$ cat src/rtl/fifo_drain_reader_if.sv
// FIFO read port plus the outgoing valid/ready stream of the drain reader.
// The master side is the reader and the slave side is the FIFO/consumer environment.
interface fifo_drain_reader_if #(
    parameter int DWIDTH = 16
);
    logic              fifo_rd_en;
    logic [DWIDTH-1:0] fifo_dout;
    logic              fifo_empty;
    logic [DWIDTH-1:0] m_data;
    logic              m_valid;
    logic              m_ready;

    modport master (
        output fifo_rd_en,
        input  fifo_dout,
        input  fifo_empty,
        output m_data,
        output m_valid,
        input  m_ready
    );

    modport slave (
        input  fifo_rd_en,
        output fifo_dout,
        output fifo_empty,
        input  m_data,
        input  m_valid,
        output m_ready
    );
endinterface

$ cat src/rtl/fifo_drain_reader.sv
// Pops exactly len words from a 1-cycle-latency FIFO and replays them on a
// valid/ready stream through a 2-entry skid buffer, pulsing done at the end.
module fifo_drain_reader #(
    parameter int DWIDTH = 16,
    parameter int LEN_W  = 8
) (
    input  logic             clk,
    input  logic             rst,
    input  logic             start_i,
    input  logic [LEN_W-1:0] len_i,
    output logic             busy_o,
    output logic             done_o,
    output logic [LEN_W-1:0] rd_count_o,
    fifo_drain_reader_if.master bus
);

    typedef enum logic [1:0] {IDLE, READ, DRAIN} state_t;

    localparam logic [LEN_W-1:0] ONE = LEN_W'(1);

    state_t            state_q;
    logic [LEN_W-1:0]  len_q;
    logic [LEN_W-1:0]  issued_q;
    logic [LEN_W-1:0]  rd_count_q;
    logic              done_q;
    logic              inflight_q;
    logic [1:0]        occ_q, occ_d;
    logic [DWIDTH-1:0] head_q, head_d;
    logic [DWIDTH-1:0] tail_q, tail_d;

    logic              hs;
    logic              rd_en;
    logic [1:0]        load;
    logic [LEN_W-1:0]  issued_inc;
    logic [LEN_W-1:0]  rd_count_inc;

    assign hs           = (occ_q != 2'd0) && bus.m_ready;
    assign load         = occ_q + {1'b0, inflight_q};
    assign issued_inc   = issued_q + ONE;
    assign rd_count_inc = rd_count_q + ONE;

    // Held words (buffer + in flight) may never exceed two, counting the word leaving this edge.
    always_comb begin
        rd_en = 1'b0;
        if ((state_q == READ) && !bus.fifo_empty && (issued_q < len_q)) begin
            rd_en = (load < 2'd2) || ((load == 2'd2) && hs);
        end
    end

    always_comb begin
        occ_d  = occ_q;
        head_d = head_q;
        tail_d = tail_q;
        case ({inflight_q, hs})
            2'b01: begin
                head_d = tail_q;
                occ_d  = occ_q - 2'd1;
            end
            2'b10: begin
                if (occ_q == 2'd0) head_d = bus.fifo_dout;
                else               tail_d = bus.fifo_dout;
                occ_d = occ_q + 2'd1;
            end
            2'b11: begin
                if (occ_q == 2'd1) begin
                    head_d = bus.fifo_dout;
                end else begin
                    head_d = tail_q;
                    tail_d = bus.fifo_dout;
                end
            end
            default: ;
        endcase
    end

    always_ff @(posedge clk or posedge rst) begin
        if (rst) begin
            state_q    <= IDLE;
            len_q      <= '0;
            issued_q   <= '0;
            rd_count_q <= '0;
            done_q     <= 1'b0;
            inflight_q <= 1'b0;
            occ_q      <= 2'd0;
            head_q     <= '0;
            tail_q     <= '0;
        end else begin
            inflight_q <= rd_en;
            occ_q      <= occ_d;
            head_q     <= head_d;
            tail_q     <= tail_d;
            done_q     <= 1'b0;
            if (hs) rd_count_q <= rd_count_inc;

            case (state_q)
                IDLE: begin
                    if (start_i) begin
                        if (len_i != '0) begin
                            len_q      <= len_i;
                            issued_q   <= '0;
                            rd_count_q <= '0;
                            state_q    <= READ;
                        end else begin
                            done_q <= 1'b1;
                        end
                    end
                end
                READ: begin
                    if (rd_en) begin
                        issued_q <= issued_inc;
                        if (issued_inc == len_q) state_q <= DRAIN;
                    end
                end
                DRAIN: begin
                    if (hs && (rd_count_inc == len_q)) begin
                        state_q <= IDLE;
                        done_q  <= 1'b1;
                    end
                end
                default: state_q <= IDLE;
            endcase
        end
    end

    assign busy_o         = (state_q != IDLE);
    assign done_o         = done_q;
    assign rd_count_o     = rd_count_q;
    assign bus.fifo_rd_en = rd_en;
    assign bus.m_valid    = (occ_q != 2'd0);
    assign bus.m_data     = head_q;

endmodule

$ cat src/flat_wrapper.sv
// flat-port wrapper written by rule: the top's interface ports become plain ports
module fifo_drain_reader_flat 
#(
    parameter int DWIDTH = 16,
    parameter int LEN_W  = 8
)
  (clk, rst, start_i, len_i, busy_o, done_o, rd_count_o, bus_fifo_rd_en, bus_fifo_dout, bus_fifo_empty, bus_m_data, bus_m_valid, bus_m_ready);
  fifo_drain_reader_if #(.DWIDTH(DWIDTH)) bus_i ();
  input  logic clk;
  input  logic rst;
  input  logic start_i;
  input  logic [LEN_W-1:0] len_i;
  output logic busy_o;
  output logic done_o;
  output logic [LEN_W-1:0] rd_count_o;
  output wire logic [$bits(bus_i.fifo_rd_en)-1:0] bus_fifo_rd_en;
  input wire logic [$bits(bus_i.fifo_dout)-1:0] bus_fifo_dout;
  input wire logic [$bits(bus_i.fifo_empty)-1:0] bus_fifo_empty;
  output wire logic [$bits(bus_i.m_data)-1:0] bus_m_data;
  output wire logic [$bits(bus_i.m_valid)-1:0] bus_m_valid;
  input wire logic [$bits(bus_i.m_ready)-1:0] bus_m_ready;
  assign bus_fifo_rd_en = bus_i.fifo_rd_en;
  assign bus_i.fifo_dout = bus_fifo_dout;
  assign bus_i.fifo_empty = bus_fifo_empty;
  assign bus_m_data = bus_i.m_data;
  assign bus_m_valid = bus_i.m_valid;
  assign bus_i.m_ready = bus_m_ready;
  fifo_drain_reader #(.DWIDTH(DWIDTH), .LEN_W(LEN_W)) u_core (.clk(clk), .rst(rst), .start_i(start_i), .len_i(len_i), .busy_o(busy_o), .done_o(done_o), .rd_count_o(rd_count_o), .bus(bus_i));
endmodule
$ cat config.mk
export PLATFORM = sky130hd
export DESIGN_NAME = fifo_drain_reader_flat
export DESIGN_NICKNAME = d
export VERILOG_FILES = /design/src/rtl/fifo_drain_reader_if.sv /design/src/rtl/fifo_drain_reader.sv /design/src/flat_wrapper.sv
export SDC_FILE = /design/constraint.sdc
export NUM_CORES = 1
export LEC_CHECK = 0
export ABC_AREA = 1
export BUFFER_PORTS_ARGS = -buffer_cell sky130_fd_sc_hd__buf_2
export CAP_MARGIN = 20
export CORE_MARGIN = 2
export CORE_UTILIZATION = 55
export CTS_CLUSTER_DIAMETER = 150
export DETAILED_ROUTE_END_ITERATION = 6
export PLACE_DENSITY = 0.78
export SKIP_CTS_REPAIR_TIMING = 1
export SLEW_MARGIN = 20
export SYNTH_ARGS = -nofsm -noshare
export SYNTH_HDL_FRONTEND = slang
export SYNTH_SLANG_ARGS = --single-unit
$ cat constraint.sdc
create_clock -name clk -period 2.7 [get_ports clk]
set_input_delay 0.54 -clock clk [delete_from_list [all_inputs] [get_ports clk]]
set_output_delay 0.54 -clock clk [all_outputs]
set_load 0.05 [all_outputs]
==> flow_results.org, run 1 <==
** Worst setup path
- The slowest stage of the critical path belongs to the cell sky130_fd_sc_hd__dfrtp_1.
- STA puts the critical path data required time at 2.16 ns.
- Arrival time of data at the critical path endpoint :: 2.02 ns
- Worst reg-to-reg path cell count :: 10
- Worst Setup End Kind :: output pin
- The worst register-to-register path begins at u_core.occ_q[1].
- Max incr delay on CP :: 0.38 ns
- Critical-path cell list :: inv_1, ha_1, a21o_1, a21boi_0, nand4_1, inv_2, buf_6
- Setup slack on the worst reg-to-reg path comes out at 0.32 ns.
- Worst flop-to-flop path endpoint :: u_core.tail_q[4]
- Kind of critical path :: flop to output pin
- Peak fanout along the critical path :: 5
- Crit start category :: flop

** STA
- Based on the critical path, the design can be clocked at up to 390.7 MHz.
- The worst pin sits at a relative slew slack of 52.88%.
- The tightest hold path in the finished design has a slack of 0.2527 ns.
- Setup violations remaining at the end of the flow were counted as 0.
- Fin crit share :: 94.79%
- For the pin with the worst max-slew slack, the measured transition is 0.7050 ns.
- Final number of hold-violating endpoints :: 0
- The smallest clock period supported by the final layout is computed as 2.559 ns.
- For the final database, setup skew stands at 0.01006 ns.
- The final-report max-slew violation count came to 0.

** Power and ir drop
- Combinational logic is responsible for 52.5% of the overall power.
- Worst ir drop on vdd :: 0.6719 mV
- For this design the ratio of total power to cell area is 1249 nW/um2.
- Fraction of power spent switching nets :: 47.97%
- For this design the total switching power over the nets is 0.002473 W.
- The clock network is responsible for 16.2% of the overall power.
- Relative contribution of sequential cells to total power :: 31.3%
- Internal Pwr Total :: 0.002683 W
- Static leakage power :: 2.199 nW

** Drt
- Routed wire length per instance :: 13.80 um
- Using the TritonRoute via totals, the vias-per-cell ratio works out to 5.301.
- Final routed DRC violation total :: 0
- Wires add up to 8.075 mm.
- For this run, the detailed router's first-pass iteration total came to 4.
- Initial DRC count :: 155
- The count of nets left with antenna violations once routing finished came out at 0.
- Total number of vias :: 3101

** Die
- For this configuration, the core starts out at a cell density of 55.91%.
- I/O pin total :: 57
- Horiz. Die Dim :: 83.66 um
- Area enclosed by the die boundary :: 6998 um2
- Number of placement rows :: 29
- In this run the vertical extent of the chip is 83.66 um.
- The core region is 6241 um2.

** CTS
- Largest buffer count on any clock path :: 2
- TritonCTS built the clock tree.
- CTS built an H-tree with a depth of 3.
- The root buffer cell chosen for the clock tree is sky130_fd_sc_hd__clkbuf_8.
- Cts bufs inserted :: 9
- For the worst-skew pair, the clock arrives at the later sink with an insertion delay of 0.34 ns.
- The tree built by TritonCTS fans out to 62 sinks.
- After clock tree synthesis, the clock-pin slew on the worst setup and hold paths is 0.08 ns.

** Finish
- Leaving out fill and tap cells, the most frequent cells in the layout are sky130_fd_sc_hd__nand2_1 (100), sky130_fd_sc_hd__inv_1 (68), sky130_fd_sc_hd__dfrtp_1 (62).
- Final Cell Area :: 4129 um2
- Nets :: 547
- The finished layout holds 585 standard cells, fillers aside.
- FF+latch area :: 1551 um2
- Of the cells placed in the final design, the portion with a size suffix greater than 1 is 22.24%.
- The area growth from synthesis to layout is 18.32%.
- Fill count :: 532
- Commonest non-fill, non-tap cell in the layout :: sky130_fd_sc_hd__nand2_1
- Summing all multi-input logic gate instances after layout gives 1625 um2.
- Count of antenna diodes in the layout :: 0

** Logic synthesis
- Area share of the leading cell type in the synthesized netlist :: 44.46%
- In this run the cell area of the synthesized design comes to 3490 um2.
- The netlist uses 31 different library cells.
- During synthesis, Yosys emitted a total of 0 warnings.
- Counting every instance in the synthesized netlist gives 436.
- In the synthesized netlist the async set-or-reset flop fraction comes to 100.0%.
- Commonest register cell after synthesis :: sky130_fd_sc_hd__dfrtp_1
- Of all cell types, the one taking the most synthesized area is sky130_fd_sc_hd__dfrtp_1.
- Net count after synthesis :: 480
- Cells taking the most area after synthesis :: sky130_fd_sc_hd__dfrtp_1 (44%), sky130_fd_sc_hd__nand2_1 (11%), sky130_fd_sc_hd__inv_1 (7.6%)
- Synthesized area divided by synthesized cell count :: 8.004 um2
- Counting flops with a built-in enable in the synthesized netlist gives 0.
- In this run, synthesis produced a sequential element count of 62.
- After synthesis, flip-flops and latches occupy 44.46% of the total area.

** Run
- Max-cap violations in this run came to 0.

** Global route
- The via count of the first global-routing pass is 2990.
- Pin count of the biggest net entering global routing :: 27
- First-pass GRT wire length :: 13.54 mm
- Aggregate global routing overflow :: 0
- Number of antenna violations at the first check in global routing :: 0
- Global routing consumed, over all layers together, 24.28% of the routing resources.

** Place
- Dpl hpwl :: 5.976 mm
- At the end of routability-driven placement, the weighted congestion stood at 0.9477.
- Post-placement cell area :: 3909 um2
- The count of buffers added on input and output ports is 56.
- Once placement completed, the tool counted placed cells totaling 567.

** Status
- The run finished with clean final reports.

** Worst hold path
- The worst hold path belongs to the class primary input to asynchronous set/reset pin.
-- worst max-delay path: cells and delay by family, from the launching register on --
kind / cells / cell delay (ns)
AO/OA/AOI/OAI: 2 / 0.31
adder cells (fa/ha/maj): 1 / 0.28
buffers and inverters: 3 / 0.47
flip-flops: 1 / 0.38
AND/OR/NAND/NOR: 1 / 0.25
-- Yosys cell counts, types with 2 or more instances --
master and count:
sky130_fd_sc_hd__clkbuf_1 5, sky130_fd_sc_hd__ha_1 15, sky130_fd_sc_hd__dfrtp_1 62, sky130_fd_sc_hd__nand2_2 4, sky130_fd_sc_hd__nand2_1 100, sky130_fd_sc_hd__o21ai_0 38
sky130_fd_sc_hd__nor2_2 4, sky130_fd_sc_hd__buf_2 4, sky130_fd_sc_hd__inv_2 2, sky130_fd_sc_hd__nand3_1 34, sky130_fd_sc_hd__inv_1 71, sky130_fd_sc_hd__xor2_1 4
sky130_fd_sc_hd__nand4_1 5, sky130_fd_sc_hd__mux2_2 16, sky130_fd_sc_hd__nor2_1 29, sky130_fd_sc_hd__nand3_2 2, sky130_fd_sc_hd__nor3_1 2, sky130_fd_sc_hd__a21oi_1 9
sky130_fd_sc_hd__o22ai_1 18
-- worst max path at each step --
| stage | start | to | slack [ns] |
|---|---|---|---|
| finish | u_core.len_q[5] | bus_fifo_rd_en | 0.14 |
| global route | u_core.len_q[1] | bus_fifo_rd_en | -0.02 |
| CTS | u_core.occ_q[0] | bus_fifo_rd_en | -0.01 |
| detailed placement | u_core.occ_q[0] | u_core.tail_q[4] | 0.34 |
| global placement | len_i[7] | u_core.issued_q[6] | 0.43 |
| floorplan | u_core.occ_q[0] | u_core.bus.m_data[0] | 0.01 |
-- registers in the layout, summed over array words and instances, names as in the netlist --
name               flops
u_core.tail_q         16
u_core.bus.m_data     16
u_core.inflight_q      1
u_core.done_o          1
u_core.len_q           8
u_core.rd_count_o      8
u_core.state_q         2
u_core.issued_q        8
u_core.occ_q           2
-- layer usage --
layer  global-route usage, %  wire length, um  vias up
met3                   6.627              502       11
li1                        -                -     1551
met4                   8.065              112        0
met2                   40.29             3940       96
met5                       0                0        -
met1                   30.82             3520     1443
-- power by group through the flow --
stage / Clock [W] / Combinational [W] / Sequential [W]
3_5_place_dp: 0 / 0.00267 / 0.00163
2_1_floorplan: 0 / 0.00149 / 0.00214
5_1_grt: 0.000889 / 0.00298 / 0.00166
4_1_cts: 0.000848 / 0.00269 / 0.00161
6_report: 0.000834 / 0.00271 / 0.00161
3_3_place_gp: 0 / 0.00260 / 0.00160
-- cell families after synthesis --
group	share of synthesized area (%)
AND/OR/NAND/NOR	22.44
buffers and inverters	8.964
AO/OA/AOI/OAI	11.69
flip-flops	44.46
multiplexers	5.163
adder cells (fa/ha/maj)	5.378
XOR/XNOR	1.900
-- final cells by class --
| type | instances | share of cell area [%] |
|---|---|---|
| clock buffers | 11 | 3.424 |
| clock inverters | 5 | 1.394 |
| inverters | 73 | 6.727 |
| multi-input cells | 292 | 39.36 |
| flip-flops and latches | 62 | 37.58 |
| well taps | 77 | 2.333 |
| repair buffers | 65 | 9.182 |
-- metrics by stage --
stage / setup TNS (ns) / worst slack [ns] / total power, W / util, %
after global placement: 0 / 0.4330 / 0.004202 / 62.63
after detailed placement: 0 / 0.3442 / 0.004300 / 62.63
final: 0 / 0.1405 / 0.005156 / 66.16
after CTS: -0.01298 / -0.01298 / 0.005146 / 65.82
after global routing: -0.01864 / -0.01864 / 0.005534 / 66.16
after floorplan: 0 / 0.01374 / 0.003632 / -
(Power assumes the default switching activity.)
==> run 2, diff against run 1 <==
PLACE_DENSITY = 0.89   (was 0.78)
==> run 2 against run 1 <==
  * Power fell by 0.84%
  * Cell count fell by 0.68%
  * Sequential cell count unchanged
  * Clock skew rose by 0.0032 ns
  * Critical path depth is 3 higher
  * First-iteration DRC count is 40% higher
  * Critical path type unchanged
  * Highest routed layer unchanged
==> flow_results.org, run 2 (same netlist as run 1, synthesis figures left out) <==
** Finish
- The most frequent standard cell in the layout excluding fill and tap cells is sky130_fd_sc_hd__nand2_1 (unchanged).
- Count of antenna diodes in the layout :: 0 (unchanged)
- P&R area growth vs syn :: 17.00% (was 18.32%)
- The net count reported at finish came to 543 (was 547).
- Commonest non-fill, non-tap cells in the layout: sky130_fd_sc_hd__nand2_1 (100), sky130_fd_sc_hd__inv_1 (68), sky130_fd_sc_hd__dfrtp_1 (62) (unchanged).
- Fraction of layout instances using a drive strength above 1 :: 21.83% (was 22.24%)
- Final Cell Area :: 4083 um2 (was 4129 um2)

** Worst hold path
- Class of the tightest hold or removal check :: primary input to asynchronous set/reset pin (unchanged)

** CTS
- H-Tree Level Count :: 3 (unchanged)
- Cts bufs inserted :: 9 (unchanged)
- The number of buffers on the longest clock path was 2 (unchanged).
- The clock slew seen by the registers of the worst setup and hold paths came to 0.08 ns (about the same).
- The number of clock sinks seen by CTS was 62 (unchanged).
- The CTS tree is done (unchanged).
- The cell chosen for the clock root is sky130_fd_sc_hd__clkbuf_8 (unchanged).
- Clk_lat worst skew :: 0.35 ns (was 0.34 ns)

** Run
- The max-capacitance violation count is 0 (unchanged).

** Worst setup path
- Worst reg-to-reg path cell count :: 10 (unchanged)
- CP required :: 2.16 ns (about the same)
- The signal arrival time at the worst endpoint was 2.05 ns (was 2.02 ns).
- Critical-path cell list :: inv_1, ha_1, inv_1, nor2_1, o21ai_0, nand2_1, nand2_1, nand4_1, inv_2, buf_4 (was inv_1, ha_1, a21o_1, a21boi_0, nand4_1, inv_2, buf_6)
- The delay of the slowest cell on the worst path is 0.37 ns (was 0.38 ns).
- Kind of critical path :: flop to output pin (unchanged)
- The cell type of the slowest stage on the worst timing path is sky130_fd_sc_hd__dfrtp_1 (unchanged).
- The kind of launch point of the worst setup path is a flop (unchanged).
- Worst Setup End Kind :: output pin (unchanged)
- Peak fanout along the critical path :: 6 (was 5)

** Global route
- Pin count of the biggest net entering global routing :: 53 (was 27)
- Number of antenna violations at the first check in global routing :: 0 (unchanged)
- Vias in the first global route :: 2942 (was 2990)
- The global route total overflow was 0 (unchanged).
- The global-route wire length before repair came to 13.47 mm (was 13.54 mm).
- The overall global routing resource usage came to 23.52% (was 24.28%).

** Status
- Status: finished, final reports clean (unchanged).

** Drt
- Final routed DRC violation total :: 0 (unchanged)
- Total number of vias :: 3118 (was 3101)
- Drt first pass iters :: 5 (was 4)
- The routed wire length per instance was 13.61 um (was 13.80 um).
- The first-iteration detailed-routing DRC count is 217 (was 155).
- Wire length reported by the detailed router :: 7.910 mm (was 8.075 mm)
- Detailed-route vias per instance :: 5.367 (was 5.301)
- The remaining antenna violation count after routing came to 0 (unchanged).

** STA
- Shortest period the worst path allows :: 2.588 ns (was 2.559 ns)
- Final number of hold-violating endpoints :: 0 (unchanged)
- The worst slack on hold paths is 0.1185 ns (was 0.2527 ns).
- Worst setup skew after layout :: 0.01324 ns (was 0.01006 ns)
- Setup repair after global routing left no endpoint under its margin.
- The worst max-slew margin expressed relative to the limit came to 52.83% (was 52.88%).
- Max Fclk :: 386.4 MHz (was 390.7 MHz)
- Final setup violation count :: 0 (unchanged)
- Transition at the pin with the smallest max-transition slack :: 0.7059 ns (was 0.7050 ns)
- The final cycle utilization of the critical path came to 95.85% (was 94.79%).
- Final-report max-slew violation count :: 0 (unchanged)

** Die
- The starting density of the core is 55.91% (unchanged).
- Number of placement rows :: 29 (unchanged)
- The die height came to 83.66 um (unchanged).
- The number of top-level pins is 57 (unchanged).
- The horizontal die dimension came to 83.66 um (unchanged).
- The area of the die is 6998 um2 (unchanged).
- Area of the core :: 6241 um2 (unchanged)

** Power and ir drop
- Worst ir drop on vdd :: 0.7890 mV (was 0.6719 mV)
- The combinational power share is 52.0% (was 52.5%).
- The leakage power summed over all cells was 2.171 nW (was 2.199 nW).
- Fraction of power spent switching nets :: 48.47% (was 47.97%)
- The register share of total power is 31.7% (was 31.3%).
- The total internal power came to 0.002634 W (was 0.002683 W).
- The total net switching power is 0.002478 W (was 0.002473 W).
- Clock network fraction of total power :: 16.2% (about the same)
- Pwr Density :: 1252 nW/um2 (was 1249 nW/um2)

** Place
- The number of buffers inserted by port buffering was 56 (unchanged).
- Post-placement cell area :: 3881 um2 (was 3909 um2)
- The final weighted congestion of routability-driven global placement came to 0.9096 (was 0.9477).
- The estimated wirelength of the detail-placed design came to 5.829 mm (was 5.976 mm).
==> run 2: cell count changes in the layout (fill, tap and decap cells not counted), sizes merged <==
| cell | change |
|---|---|
| buf | -4 |
| clkbuf | -1 |
| clkinv | +1 |
| clkinvlp | +1 |
| inv | -1 |
==> run 2: critical path, delay by kind of cell, from the launching register on <==
kind | cells | cell delay, ns
adders and majority gates | 1 | 0.26
and+or+nand+nor | 4 | 0.34
AOI/OAI and AO/OA | 1 | 0.15
buffers and inverters | 4 | 0.58
DFF | 1 | 0.37
==> run 2: area by class of cell <==
class / instances / area (um2)
Inverter: 73 / 277.8
Multi-Input combinational cell: 292 / 1625
Clock inverter: 6 / 61.31
Clock buffer: 10 / 137.6
Fill cell: 515 / 2158
Tap cell: 77 / 96.34
Timing Repair Buffer: 61 / 332.8
Sequential cell: 62 / 1551
==> run 2: final timing paths <==
kind | start | endpoint | slack [ns]
setup / recovery | u_core.len_q[1] | bus_fifo_rd_en | 0.11
hold / removal | rst | u_core.done_o | 0.12
setup reg to reg | u_core.occ_q[1] | u_core.bus.m_data[1] | 0.30
hold reg to reg | u_core.tail_q[6] | u_core.tail_q[6] | 0.49
max in group asynchronous | rst | u_core.issued_q[4] | 2.04
min in group clk | len_i[0] | u_core.len_q[0] | 0.41
==> run 2: power by group through the flow <==
| stage | sequential [W] | combinational (W) | clock (W) |
|---|---|---|---|
| after floorplan | 0.00214 | 0.00149 | 0 |
| after global placement | 0.00162 | 0.00255 | 0 |
| after detailed placement | 0.00164 | 0.00264 | 0 |
| after CTS | 0.00162 | 0.00266 | 0.000839 |
| after global routing | 0.00167 | 0.00294 | 0.000881 |
| final | 0.00162 | 0.00266 | 0.000830 |
==> run 2: metrics by stage <==
step                      power (W)  TNS (ns)  setup slack [ns]  util, %  instances
after floorplan            0.003632         0           0.01374        -        436
after global placement     0.004172         0            0.4160    62.19        565
after detailed placement   0.004282         0            0.3351    62.19        565
after CTS                  0.005118  -0.03431          -0.03431    65.38        581
after global routing       0.005493         0           0.01255    65.42        581
final                      0.005112         0            0.1120    65.42        581
==> run 2: metal layers <==
| layer | GRT usage (%) | up-vias | part of all wire [%] |
|---|---|---|---|
| met3 | 3.759 | 11 | 7.6 |
| met1 | 32.75 | 1440 | 44 |
| met5 | 0 | - | 0 |
| met4 | 8.358 | 0 | 1.5 |
| met2 | 37.53 | 130 | 47 |
| li1 | - | 1537 | - |
